### src/rtl/serializador_param.sv
// Parallel-to-serial word converter for the PHY transmit path. It sends comma training
// after reset, then user words taken through a one-deep valid/ready buffer.
//
// state | meaning
// TRAIN | link training: only IDLE_WORD is sent; commas are counted at each load
// RUN   | user data from the holding buffer, or IDLE_WORD when the buffer is empty
module serializador_param #(
   parameter int               WIDTH       = 8,
   parameter logic [WIDTH-1:0] IDLE_WORD   = 8'hBC,
   parameter int               SYNC_COMMAS = 4,
   parameter bit               MSB_FIRST   = 1'b1
) (
   input  logic             clk_32f,
   input  logic             reset,
   input  logic [WIDTH-1:0] data_in,
   input  logic             valid_in,
   output logic             ready_out,
   output logic             data_out,
   output logic             word_start,
   output logic             comma_out
);

   localparam int BW = (WIDTH > 1) ? $clog2(WIDTH) : 1;
   localparam int CW = $clog2(SYNC_COMMAS + 1);

   typedef enum logic {TRAIN, RUN} state_t;

   state_t           state, state_n;
   logic [CW-1:0]    comma_cnt, comma_cnt_n;
   logic [BW-1:0]    bit_cnt, bit_cnt_n;
   logic [WIDTH-1:0] buf_word;
   logic             buf_full, buf_full_n;
   logic [WIDTH-1:0] shift_reg;
   logic [WIDTH-1:0] load_word;
   logic             load_idle;
   logic             load;
   logic             xfer;
   logic             ready_n;

   always_comb begin
      load        = (bit_cnt == '0);
      xfer        = valid_in & ready_out;
      state_n     = state;
      comma_cnt_n = comma_cnt;
      load_word   = IDLE_WORD;
      load_idle   = 1'b1;
      buf_full_n  = buf_full;
      bit_cnt_n   = (bit_cnt == BW'(WIDTH - 1)) ? '0 : bit_cnt + 1'b1;
      if (xfer)
         buf_full_n = 1'b1;
      if (load) begin
         case (state)
            TRAIN: begin
               // The switch happens on the load after the last training comma,
               // so that slot is still a comma and ready rises right after it.
               if (comma_cnt == CW'(SYNC_COMMAS))
                  state_n = RUN;
               else
                  comma_cnt_n = comma_cnt + 1'b1;
            end
            RUN: begin
               if (buf_full) begin
                  load_word  = buf_word;
                  load_idle  = 1'b0;
                  buf_full_n = 1'b0;
               end
            end
            default: state_n = TRAIN;
         endcase
      end
      ready_n = (state_n == RUN) & ~buf_full_n;
   end

   always_ff @(posedge clk_32f) begin
      if (reset) begin
         state      <= TRAIN;
         comma_cnt  <= '0;
         bit_cnt    <= '0;
         buf_word   <= '0;
         buf_full   <= 1'b0;
         shift_reg  <= '0;
         ready_out  <= 1'b0;
         data_out   <= 1'b0;
         word_start <= 1'b0;
         comma_out  <= 1'b0;
      end else begin
         state     <= state_n;
         comma_cnt <= comma_cnt_n;
         bit_cnt   <= bit_cnt_n;
         buf_full  <= buf_full_n;
         ready_out <= ready_n;
         if (xfer)
            buf_word <= data_in;
         if (load) begin
            data_out   <= MSB_FIRST ? load_word[WIDTH-1] : load_word[0];
            shift_reg  <= MSB_FIRST ? (load_word << 1) : (load_word >> 1);
            word_start <= 1'b1;
            comma_out  <= load_idle;
         end else begin
            data_out   <= MSB_FIRST ? shift_reg[WIDTH-1] : shift_reg[0];
            shift_reg  <= MSB_FIRST ? (shift_reg << 1) : (shift_reg >> 1);
            word_start <= 1'b0;
         end
      end
   end

endmodule

### config.mk
export PLATFORM = sky130hd
export DESIGN_NAME = serializador_param
export DESIGN_NICKNAME = d
export VERILOG_FILES = /design/src/rtl/serializador_param.sv
export SDC_FILE = /design/constraint.sdc
export NUM_CORES = 1
export LEC_CHECK = 0
export CORE_MARGIN = 3
export CORE_UTILIZATION = 25
export CTS_CLUSTER_SIZE = 10
export DETAILED_ROUTE_END_ITERATION = 10
export HOLD_SLACK_MARGIN = 0.1
export PLACE_DENSITY = 0.48
export SYNTH_ARGS = -nofsm -noshare
export SYNTH_HDL_FRONTEND = slang
export SYNTH_SLANG_ARGS = --single-unit
### constraint.sdc
create_clock -name clk_32f -period 1.6 [get_ports clk_32f]
set_input_delay 0.32 -clock clk_32f [delete_from_list [all_inputs] [get_ports clk_32f]]
set_output_delay 0.32 -clock clk_32f [all_outputs]
set_load 0.05 [all_outputs]
## Word-level counts from Yosys, hierarchy flattened

Cells that the tools add are included.
Widths: inputs -> output; s select.

| storage, ports and cells | value |
|---|---|
| output and inout port bits | 4 |
| input bits | 11 |
| register bits | 28 |
| word-level logic and storage cells | 36 |

| operators by class | value |
|---|---|
| reductions and logical operators | 3 |
| muxes and demuxes | 14 |
| equality and inequality tests | 2 |
| add/subtract/negate cells | 2 |
| bitwise gates (word level) | 5 |

Operators by type and width:

| kind | number |
|---|---|
| $mux 8 | 3 |
| $mux 1 | 11 |
| $add 3x1->3 const B | 2 |
| $eq 3x3->1 const B | 2 |
| $logic_not 3->1 | 1 |
| $not 1->1 | 3 |
| $reduce_and 3->1 | 1 |
| $and 1x1->1 | 2 |
| $reduce_or 2->1 | 1 |

## Longest topological paths before layout

| depth | value |
|---|---|
| depth in word-level cells | 7 |
| gate-level depth with buffers | 6 |
| mapped depth without buffers | 5 |

## Worst setup path after synthesis

No wires, ideal clock.

| timing | value |
|---|---|
| path type | register to register |
| from | register comma_cnt[0] |
| to | register comma_cnt[0] |
| library setup time | 0.121 ns |
| arrival | 1.242 ns |
| required time | 1.479 ns |
| clock period less this slack | 1.362 ns |
| path slack | 0.238 ns |
| stages on the path, launching flop included | 5 |
| path through | dfxtp_1 > inv_1 > ha_1 > a211oi_4 > mux2_2 |

| between the ends | value |
|---|---|
| cells in the longest elaborated chain, start to end | 3 |
| elaborated cells on any way between the ends | 4 |
| those cells by class | add/sub: 1; eq/ne: 1; bitwise: 1; reduce/logical: 1 |

RTL lines:

| element | line | text |
|---|---|---|
| from (decl) | 29 | `logic [CW-1:0] comma_cnt, comma_cnt_n;` |
| from (signal assigned) | 88 | `comma_cnt <= comma_cnt_n;` |
| $eq 3x3->1 | 56 | `if (comma_cnt == CW'(SYNC_COMMAS))` |
| $not 1->1 (no source line) | -- |  |
| $reduce_and 3->1 (no source line) | -- |  |

Parallel ways exist; a longest one is shown, timed or not.
A chain may end at the register's enable or synchronous reset.

## Worst setup path in the final report

| timing | value |
|---|---|
| from | register bit_cnt[0] |
| to | register comma_cnt[0] |

| between the ends | value |
|---|---|
| cells in the longest elaborated chain, start to end | 2 |

RTL lines:

| element | line | text |
|---|---|---|
| from (decl) | 30 | `logic [BW-1:0] bit_cnt, bit_cnt_n;` |
| from (signal assigned) | 89 | `bit_cnt <= bit_cnt_n;` |
| $logic_not 3->1 | 41 | `load = (bit_cnt == '0);` |
| $reduce_and 3->1 (no source line) | -- |  |

No other way between the ends.

==> qor.txt <==
Post-route minimum period: 1.45 ns
Die height: 70.9 um
Cell chain of the critical path: inv_1 > ha_1 > nand2b_4 > a211oi_4 > mux2_2
Gr usage total: 9.24%
Worst slack at placement: 0.131 ns
Initial Util: 27.3%
Netlist cell types: 29
Row Count: 22
Chip width: 70.9 um
TritonCTS Sinks: 27
Static leakage: 0.479 nW
Clock Path Buffers: 2
Ratio of cells with drive above 1 in the final layout: 12.6%
Post-synthesis net count: 127
Largest net degree at the start of global routing: 18
Clock share of power: 28.9%
Post-CTS sizing: 0
Placed Cells: 171
PortBufs: 14
Sequential fraction of the synthesis area: 51.4%
Detailed Place HPWL: 1580 um
H-tree lvl count: 1
Critical Path Start Type: flip-flop
Pre-antenna DRT Iters: 4
Top Layer Used: met4
First-iteration detailed-routing DRC count: 24
DR vias/cell: 4.68
Slew Limit Fails: 0
Critical-path top delay cell: mux2_2
Worst path required time: 1.77 ns
Post-route setup slack: 0.149 ns
Post-synth design cell area: 1050 sq um
Remaining DRCs: 0
Fmax: 689 MHz
GRT overflow: 0
Post-synth top flop: dfxtp_1
Final #Nets: 144
Synth Register Bits: 27
Area of the die: 5020 sq um
Global-route wire length before repair: 3730 um
DRT antenna net count: 0
Vias in the first global route: 844
Slew Limit Headroom: 75.2%
Sw power: 362 uW
Crit path DAT: 1.62 ns
Post-synth ARST share: 0%
Int Pwr: 990 uW
Status: finished, final reports clean
Syn. warnings: 0
Setup violators final: 0
Core outline area: 3850 sq um
Setup TNS: 0 ns
Clock transition at path regs: 0.09 ns
Switching part of the total: 26.8%
Combinational share of power: 16.8%
Wire per inst: 12.1 um
Met3 Wirelength: 86 um
Worst vdd ir: 455 uV
Max reg flops: 8
Tcrit/Tclk final: 90.7%
# fillers: 411
Final wirelength: 2120 um
Initial antenna violation count: 0
I/O pin cnt: 15
Post-Route M1 WL: 1060 um
Finished Layout Cells: 175
Worst-path maximum fanout: 5
Ant. Diodes: 0
CTS buffer count: 3
Final hold violations: 0
TritonCTS clock tree: yes
Area delta synth->final: 23.5%
CP endpoint kind: flip-flop
CTS hold repair buffers: 0
Syn avg cell area: 9.48 sq um
Worst-Margin Slew: 0.372 ns
Crit path kind: flip-flop to flip-flop
Met2 wire len: 943 um
Clock skew after layout: 0.00464 ns
Worst Hold Class: flip-flop to flip-flop
Max Cap Violations: 0
Clock insertion delay at the later pin of the skew report: 0.27 ns
Setup Buffers After CTS: 0
Root Driver: clkbuf_8
DR vias: 819
EDFF count, synth: 0
RSZ-0062 raised after global routing: false
Gate Count Post-Synth: 111
Flop pwr share: 54.3%
Power Dens Cells: 1040 nW/um^2
Gp weighted congestion: 0.734
Largest stage delay, worst path: 0.36 ns
[cells in the mapped netlist, types with 2 or more instances]
master,count,area [sq um]
nand2b_1,3,18.8
buf_2,3,15.0
nand2_1,9,33.8
nor2_1,11,41.3
a21oi_1,11,55.1
nor3b_1,2,15.0
o22ai_1,6,37.5
dfxtp_1,27,541
a22oi_1,2,15.0
nor3_1,2,10.0
inv_1,5,18.8
ha_1,5,62.6
nand3_1,9,45.0
[power groups by stage]
| stage | Clock, mW | Sequential (mW) | Combinational, mW |
|---|---|---|---|
| 2_1_floorplan | 0 | 0.777 | 0.136 |
| 3_3_place_gp | 0 | 0.749 | 0.225 |
| 3_5_place_dp | 0 | 0.751 | 0.229 |
| 4_1_cts | 0.407 | 0.735 | 0.230 |
| 5_1_grt | 0.432 | 0.740 | 0.256 |
| 6_report | 0.391 | 0.734 | 0.226 |
[cells in the final DEF (no fill, tap or decap), drive strengths merged, types with 3 or more instances in the layout]
cell type and instances:
a21oi 11, buf 8, clkbuf 3, clkdlybuf4s50 10, dfxtp 27, ha 5, inv 5, nand2 9
nand2b 4, nand3 9, nor2 11, o22ai 6
[through the flow]
step / total power [mW] / instance area, sq um / util [%] / hold WS (ns)
2_1_floorplan: 0.913 / 1050 / - / 0.400
3_3_place_gp: 0.974 / 1250 / 32.5 / 0.444
3_5_place_dp: 0.979 / 1250 / 32.5 / 0.452
4_1_cts: 1.37 / 1300 / 33.7 / 0.466
5_1_grt: 1.43 / 1300 / 33.7 / 0.489
6_report: 1.35 / 1300 / 33.7 / 0.463
[layout make-up]
type	instances	area [sq um]	share of cell area [%]
clock buffer	3	41.3	3.18
multi-input combinational	73	459	35.3
timing repair buffer	18	173	13.3
clock inverter	1	7.51	0.577
tap	48	60.1	4.62
inverter	5	18.8	1.44
sequential	27	541	41.6
[cell families after synthesis]
group	count (synthesis)	share of synthesized area, %
AOI/OAI and AO/OA	23	13.9
adders and majority gates	5	5.95
buffers and inverters	11	4.99
DFF	27	51.4
muxes	2	2.02
and+or+nand+nor	43	21.8
[routing by layer]
| metal | track usage [%] | up-vias |
|---|---|---|
| met1 | 12.3 | 386 |
| li1 | - | 415 |
| met4 | 3.76 | 0 |
| met3 | 1.99 | 4 |
| met2 | 14.5 | 14 |
| met5 | 0 | - |
[worst max-delay path: cells and delay by family (launching register included)]
| family | cells | cell delay, ns |
|---|---|---|
| AO/OA/AOI/OAI | 1 | 0.26 |
| adder cells (fa/ha/maj) | 1 | 0.23 |
| buffers and inverters | 1 | 0.06 |
| flip-flops | 1 | 0.34 |
| multiplexers | 1 | 0.36 |
| AND/OR/NAND/NOR | 1 | 0.10 |
[worst paths after layout]
kind                                               start                         to  slack [ns]  cells after the start
worst max-delay path               bit_cnt[0]$_SDFF_PP0_  comma_cnt[0]$_SDFFE_PP0P_        0.15                      5
worst max register to register     bit_cnt[0]$_SDFF_PP0_  comma_cnt[0]$_SDFFE_PP0P_        0.15                      5
worst min register to register  buf_word[6]$_SDFFE_PP0P_   buf_word[6]$_SDFFE_PP0P_        0.46                      2
worst min-delay path            buf_word[6]$_SDFFE_PP0P_   buf_word[6]$_SDFFE_PP0P_        0.46                      2
Note: power is estimated with default switching activity, not from simulation.
